File: src/rtl/beep_scheduler.sv
// Dual-tone beeper sequencer: plays the hourly chime (low beeps then a high
// beep) or the repeating alarm pattern, with the alarm taking priority.
// Ports:
//   clk, rst (async, active-low), tick_10hz (100 ms strobe)
//   chime_req, alarm_req (1-clk pulses), alarm_stop (level or pulse)
//   open512, open1k (registered tone enables), busy, src[1:0],
//   alarm_timeout (1-clk pulse when the alarm ends by cycle expiry)
module beep_scheduler #(
    parameter int unsigned LOW_ON_TICKS  = 5,
    parameter int unsigned LOW_OFF_TICKS = 5,
    parameter int unsigned LOW_BEEPS     = 4,
    parameter int unsigned HIGH_TICKS    = 10,
    parameter int unsigned AL_ON_TICKS   = 5,
    parameter int unsigned AL_OFF_TICKS  = 5,
    parameter int unsigned AL_CYCLES     = 60
) (
    input  logic       clk,
    input  logic       rst,
    input  logic       tick_10hz,
    input  logic       chime_req,
    input  logic       alarm_req,
    input  logic       alarm_stop,
    output logic       open512,
    output logic       open1k,
    output logic       busy,
    output logic [1:0] src,
    output logic       alarm_timeout
);

    typedef enum logic [2:0] {
        IDLE,
        CH_LO_ON,
        CH_LO_OFF,
        CH_HI,
        AL_ON,
        AL_OFF
    } state_t;

    localparam logic [1:0] SRC_NONE  = 2'b00;
    localparam logic [1:0] SRC_CHIME = 2'b01;
    localparam logic [1:0] SRC_ALARM = 2'b10;

    state_t     state_q, state_d;
    logic [7:0] tick_cnt_q, tick_cnt_d;
    logic [3:0] beep_cnt_q, beep_cnt_d;
    logic [7:0] cyc_cnt_q, cyc_cnt_d;
    logic       open512_q, open512_d;
    logic       open1k_q, open1k_d;
    logic       busy_q, busy_d;
    logic [1:0] src_q, src_d;
    logic       timeout_q, timeout_d;

    logic [7:0] phase_last;
    logic       expire;
    logic       alarm_go;

    // Tick count at which the current phase ends on the next tick.
    always_comb begin
        phase_last = 8'd0;
        unique case (state_q)
            CH_LO_ON:  phase_last = 8'(LOW_ON_TICKS - 1);
            CH_LO_OFF: phase_last = 8'(LOW_OFF_TICKS - 1);
            CH_HI:     phase_last = 8'(HIGH_TICKS - 1);
            AL_ON:     phase_last = 8'(AL_ON_TICKS - 1);
            AL_OFF:    phase_last = 8'(AL_OFF_TICKS - 1);
            default:   phase_last = 8'd0;
        endcase
    end

    assign expire   = tick_10hz && (tick_cnt_q == phase_last);
    assign alarm_go = alarm_req && !alarm_stop;

    always_comb begin
        state_d    = state_q;
        tick_cnt_d = tick_cnt_q;
        beep_cnt_d = beep_cnt_q;
        cyc_cnt_d  = cyc_cnt_q;
        timeout_d  = 1'b0;

        unique case (state_q)
            IDLE: begin
                if (alarm_go) begin
                    state_d    = AL_ON;
                    cyc_cnt_d  = 8'd0;
                    tick_cnt_d = 8'd0;
                end else if (chime_req) begin
                    state_d    = CH_LO_ON;
                    beep_cnt_d = 4'd0;
                    tick_cnt_d = 8'd0;
                end
            end
            CH_LO_ON, CH_LO_OFF, CH_HI: begin
                if (alarm_go) begin
                    state_d    = AL_ON;
                    cyc_cnt_d  = 8'd0;
                    tick_cnt_d = 8'd0;
                end else if (expire) begin
                    tick_cnt_d = 8'd0;
                    if (state_q == CH_LO_ON) begin
                        state_d = CH_LO_OFF;
                    end else if (state_q == CH_LO_OFF) begin
                        beep_cnt_d = beep_cnt_q + 4'd1;
                        if (beep_cnt_d == 4'(LOW_BEEPS)) state_d = CH_HI;
                        else state_d = CH_LO_ON;
                    end else begin
                        state_d = IDLE;
                    end
                end else if (tick_10hz) begin
                    tick_cnt_d = tick_cnt_q + 8'd1;
                end
            end
            AL_ON, AL_OFF: begin
                if (alarm_stop) begin
                    state_d    = IDLE;
                    tick_cnt_d = 8'd0;
                end else if (expire) begin
                    tick_cnt_d = 8'd0;
                    if (state_q == AL_ON) begin
                        state_d = AL_OFF;
                    end else begin
                        cyc_cnt_d = cyc_cnt_q + 8'd1;
                        if (cyc_cnt_d == 8'(AL_CYCLES)) begin
                            state_d   = IDLE;
                            timeout_d = 1'b1;
                        end else begin
                            state_d = AL_ON;
                        end
                    end
                end else if (tick_10hz) begin
                    tick_cnt_d = tick_cnt_q + 8'd1;
                end
            end
            default: begin
                state_d    = IDLE;
                tick_cnt_d = 8'd0;
            end
        endcase
    end

    // Outputs are decoded from the next state so they switch with it.
    always_comb begin
        open512_d = (state_d == CH_LO_ON);
        open1k_d  = (state_d == CH_HI) || (state_d == AL_ON);
        busy_d    = (state_d != IDLE);
        src_d     = SRC_NONE;
        if (state_d == AL_ON || state_d == AL_OFF) src_d = SRC_ALARM;
        else if (state_d != IDLE) src_d = SRC_CHIME;
    end

    always_ff @(posedge clk or negedge rst) begin
        if (!rst) begin
            state_q    <= IDLE;
            tick_cnt_q <= 8'd0;
            beep_cnt_q <= 4'd0;
            cyc_cnt_q  <= 8'd0;
            open512_q  <= 1'b0;
            open1k_q   <= 1'b0;
            busy_q     <= 1'b0;
            src_q      <= SRC_NONE;
            timeout_q  <= 1'b0;
        end else begin
            state_q    <= state_d;
            tick_cnt_q <= tick_cnt_d;
            beep_cnt_q <= beep_cnt_d;
            cyc_cnt_q  <= cyc_cnt_d;
            open512_q  <= open512_d;
            open1k_q   <= open1k_d;
            busy_q     <= busy_d;
            src_q      <= src_d;
            timeout_q  <= timeout_d;
        end
    end

    assign open512       = open512_q;
    assign open1k        = open1k_q;
    assign busy          = busy_q;
    assign src           = src_q;
    assign alarm_timeout = timeout_q;

endmodule

File: config.mk
export PLATFORM = sky130hd
export DESIGN_NAME = beep_scheduler
export DESIGN_NICKNAME = d
export VERILOG_FILES = /design/src/rtl/beep_scheduler.sv
export SDC_FILE = /design/constraint.sdc
export NUM_CORES = 1
export LEC_CHECK = 0
export CAP_MARGIN = 10
export CORE_UTILIZATION = 26
export CTS_CLUSTER_SIZE = 14
export DETAILED_ROUTE_END_ITERATION = 8
export PLACE_DENSITY_LB_ADDON = 0.15
export SYNTH_ARGS = -nofsm -noshare
export SYNTH_HDL_FRONTEND = slang
export SYNTH_SLANG_ARGS = --single-unit
File: constraint.sdc
create_clock -name clk -period 2.4 [get_ports clk]
set_input_delay 0.36 -clock clk [delete_from_list [all_inputs] [get_ports clk]]
set_output_delay 0.36 -clock clk [all_outputs]
set_load 0.02 [all_outputs]
* Word level (Yosys, flattened, before mapping)
Index checks and enable logic that the tools add are counted.
** Storage, ports and cells
- Bits in registers :: 29
- Input bits :: 6
- Word-level logic and storage cells :: 89
- Output and inout port bits :: 6
** Cells by class
- Reductions and logical operators :: 15
- $add $sub $neg :: 3
- Multiplexer cells :: 39
- Equal/unequal tests :: 23
** Operators by type and width (number)
- 2-to-1 mux 8 bit :: 10
- 2-to-1 mux 3 bit :: 10
- 2-to-1 mux 4 bit :: 6
- one-hot mux 8 bit (3 select lines) :: 1
- != test 2 bit, second input constant :: 9
- adder 8 x 1 -> 8 bit, second input constant :: 2
- one-hot mux 4 bit (2 select lines) :: 2
- one-hot mux 8 bit (2 select lines) :: 1
- equality test 3 bit, second input constant :: 4
- equality test 3 x 2 -> 1 bit, second input constant :: 3
- one-hot mux 3 bit (3 select lines) :: 1
- equality test 8 x 6 -> 1 bit, second input constant :: 1
- equality test 8 bit :: 1
- OR reduction 4 bit :: 2
- AND reduction 7 bit :: 1
- equality test 3 x 1 -> 1 bit, second input constant :: 2
- 2-to-1 mux 1 bit :: 6
- AND reduction 5 bit :: 1
- adder 4 x 1 -> 4 bit, second input constant :: 1
- equality test 4 x 3 -> 1 bit, second input constant :: 1
- 2-to-1 mux 2 bit :: 2
- nonzero test 2 bit :: 2
- zero test 3 bit :: 1
- != test 3 bit, second input constant :: 1
- other kinds (7) :: 9

* Longest topological paths before layout
- Depth after elaboration :: 11
- Mapped depth :: 7
- Mapped depth without buffers :: 7

* Worst setup path after synthesis
No wires, ideal clock.
- Path kind :: reg-to-reg
- From :: register tick_cnt_q[3]
- To :: register beep_cnt_q[0]
- Slack :: 704 ps
- Arrival time :: 1630 ps
- Cell stages (with the launch flop) :: 6
- Buffers on the path :: 0
- Cells stage by stage :: dfrtp_1 -> or2_1 -> mux2_2 -> nor3_4 -> and4_1 -> mux2_2
** Between the ends
- Longest elaborated chain between the ends :: 4
** Ends and longest elaborated chain
- from (decl) :: line 44 : logic [7:0] tick_cnt_q, tick_cnt_d;
- from (signal assigned) :: line 163 : tick_cnt_q <= tick_cnt_d;
- equality test 8 bit :: line 70 : assign expire = tick_10hz && (tick_cnt_q == phase_last);
- logical AND 1 bit :: line 70
- != test 2 bit (no source line)
- AND reduction 7 bit (no source line)
- to (signal assigned) :: line 164 : beep_cnt_q <= beep_cnt_d;
- to (decl) :: line 45 : logic [3:0] beep_cnt_q, beep_cnt_d;
Every way passes these cells.
A chain may end at the register's enable or synchronous reset.

* Worst setup path after layout
- From :: register state_q[1]
- To :: register src_q[0], in the netlist src[0]
** Between the ends
- Longest elaborated chain between the ends :: 11
- Elaborated cells on any way between the ends :: 28
- Classes of those cells :: 8 x eq/ne; 13 x mux; 7 x reduce/logical
** Ends and longest elaborated chain
- from (decl) :: line 43 : state_t state_q, state_d;
- from (signal assigned) :: line 162 : state_q <= state_d;
- equality test 3 x 1 -> 1 bit (tied with other cells) :: line 60, 80, 99
- OR reduction 4 bit (no source line)
- one-hot mux 4 bit (2 select lines) :: line 60 : unique case (state_q)
- equality test 8 bit :: line 70
- logical AND 1 bit :: line 70
- 2-to-1 mux 3 bit, on equally long branches :: line 116, 97
- 2-to-1 mux 3 bit, on equally long branches :: line 113, 93
- one-hot mux 3 bit (3 select lines) (*) :: line 80 : unique case (state_q)
- net state_d[2] :: line 43
- nonzero test 3 bit / equality test 3 bit (equally long branches) :: line 147, 146
- 2-to-1 mux 1 bit / logical OR 1 bit (equally long branches) :: line 147, 146
- 2-to-1 mux 2 bit (*) :: line 146 : if (state_d == AL_ON || state_d == AL_OFF) src_d = SRC_ALARM;
- net src_d[0] :: line 50 : logic [1:0] src_q, src_d;
- to (signal assigned) :: line 169 : src_q <= src_d;
- to (decl) :: line 50
Mark *: on every way through the listed nets, which the timed path passes. The rest lies on a longest branch.

==> out/qor.csv <==
metric,value,unit
wl_per_cell,14.5,um
cp_data_required_time,2590,ps
async_flop_share,1.00,
stdcell_area,0.00208,mm2
grt_overflow,0,
cts.clk_slew.worst_paths,70,ps
crit_type,reg2reg,
wl,4080,um
fin_util,0.322,
holdBufCountCts,0,
dieArea,0.00711,mm2
path_max_fanout,7,
yosysUniqueCellTypes,53,
cp-end-kind,register,
arrival,2180,ps
startpoint_type,register,
die_y,84.3,um
viasPerCell,4.93,
power.static_leakage,0.904,nW
synth_area_per_cell,9.68,um2
layout_common_cells,"dfrtp_1, inv_1",
ys_seq_elements,29,
stdcell_count,281,
use_met2,0.194,
drc_errors,2,
grt_usage,0.125,
fmax,502,MHz
grt-busiest-layer,met2,
syn_to_final_growth,18.0,%
antenna_left,0,
place_area,0.00199,mm2
h-tree-depth,2,
final_hold_viol_count,0,
clock_path_buffers,2,
drt_iter0_markers,70,
synth_edf_count,0,
seq_area_frac_synth,0.412,
cts.sinks,29,
power.total,1.67,mW
core,0.00646,mm2
layout.cells.most_common,dfrtp_1,
grt_use_met1,0.168,
crit_path_cell_trace,nand3b_1 -> mux2i_2 -> and4_1 -> a41o_1 -> inv_1 -> o21ai_0,
powerDensity,801,mW/mm2
port_buffers,11,
vias,1384,
dieWidth,84.3,um
cts_resized,0,
grt_max_degree,30,
crit_slowest_cell,dfrtp_1,
start_util,0.273,
cts_root_buf,clkbuf_8,
min_path_type,in2async,
gr-usage-met3,0.0413,
worst_r2r_path_depth,6,
synthCells,182,
cts-buffers-inserted,5,
dpl.hpwl,2980,um
synthFlopType,dfrtp_1,
tightestPinTransition,496,ps
period_needed,1990,ps
cts_tree,done,
postCtsSetupBuffers,0,
fin_ws,410,ps
dp_cells,273,
yosysWarnings,0,
slew_viol_final,0,
drt_pass1_iterations,6,
fin_hold_ws,473,ps
insertion_delay,280,ps
max-vdd-ir-drop,0.379,mV
grt_pass1_vias,1402,
synth_nets,192,
fin_setup_tns,0,ps
row_count,29,
syn_area,0.00176,mm2
rsz0062_at_grt,false,
violations,DRC,
pre_cts_ws,175,ps
fin_nets,213,
cap_violations,0,
ios,12,
gp_congestion,0.735,
timing.final.crit_share,0.829,
antenna_found_initial,0,
max_stage_delay,530,ps
max_slew_margin,0.667,
clock_skew,3.30,ps
grt_pass1_wl,7000,um
diodes,0,
status,"finished, violations left",
setup_viol,0,
drive_gt1_frac,0.147,
routing by layer:
metal / wire, um / share of wire
met3: 148 / 0.036
met1: 2120 / 0.52
met5: 0 / 0
met2: 1800 / 0.44
met4: 9 / 0.0022
cell type report:
cell class	instances	area [um2]
inverters	15	56.3
clock buffers	5	68.8
repair buffers	20	178
clock inverters	3	17.5
well taps	77	96.3
multi-input cells	132	937
flip-flops and latches	29	726
fillers	693	4380
Yosys cell counts, types with 2 or more instances:
library cell  count  share of area
and4_1            3          0.015
nand3b_1          2         0.0085
ha_1              4          0.028
or3_1             4          0.014
nor4_1            4          0.014
xor2_1            3          0.015
nand3_1           9          0.026
buf_6             2          0.013
nand4_1           3          0.011
nor3_1            3         0.0085
nor2_1           11          0.023
mux2i_1           6          0.034
o21ai_0          11          0.031
clkbuf_1          2         0.0043
inv_1            14          0.030
and3_1            3          0.011
xnor2_2           2          0.018
xnor2_1           4          0.020
or2_1             2         0.0071
a22o_1            3          0.015
o2111ai_1         4          0.020
a31oi_1           3          0.011
mux2_2            2          0.013
dfrtp_1          29           0.41
o21ai_1           3         0.0085
nand2_1          11          0.023
nand2b_1          3          0.011
nor2b_1           3          0.011
a21oi_1           5          0.014
sequential cells by signal, indices dropped and copies added (netlist names):
name,cells
alarm_timeout,1
beep_cnt_q,4
busy,1
cyc_cnt_q,8
open1k,1
open512,1
src,2
state_q,3
tick_cnt_q,8
worst paths after layout:
path / start / end / slack, ps
setup / recovery: state_q[1]$_DFF_PN0_ / src[0]$_DFF_PN0_ / 410
hold / removal: rst / tick_cnt_q[6]$_DFFE_PN0P_ / 470
setup reg to reg: state_q[1]$_DFF_PN0_ / src[0]$_DFF_PN0_ / 410
hold reg to reg: beep_cnt_q[1]$_DFFE_PN0P_ / beep_cnt_q[1]$_DFFE_PN0P_ / 540
max in group asynchronous: rst / beep_cnt_q[2]$_DFFE_PN0P_ / 1640
min in group clk: beep_cnt_q[1]$_DFFE_PN0P_ / beep_cnt_q[1]$_DFFE_PN0P_ / 540
critical path: cells and delay by family, from the launching register on:
kind | cells | cell delay, ps
buffers and inverters | 1 | 80
AO/OA/AOI/OAI | 2 | 470
AND/OR/NAND/NOR | 2 | 440
flip-flops | 1 | 530
multiplexers | 1 | 380
cell families (layout without fill, tap and decap cells):
logic type	count (synthesis)	in the layout	synth area share
compound gates	41	41	0.163
xor+xnor	9	9	0.0533
fa+ha+maj	4	4	0.0284
buf+inv	21	43	0.0561
flops	29	29	0.412
mux	9	9	0.0547
simple gates	69	69	0.232
power breakdown:
part	switching, mW	internal [mW]	total [mW]
clock	0.198	0.200	0.398
sequential	0.0529	0.550	0.603
combinational	0.400	0.265	0.665
total	0.651	1.01	1.67
(Power assumes the default switching activity.)
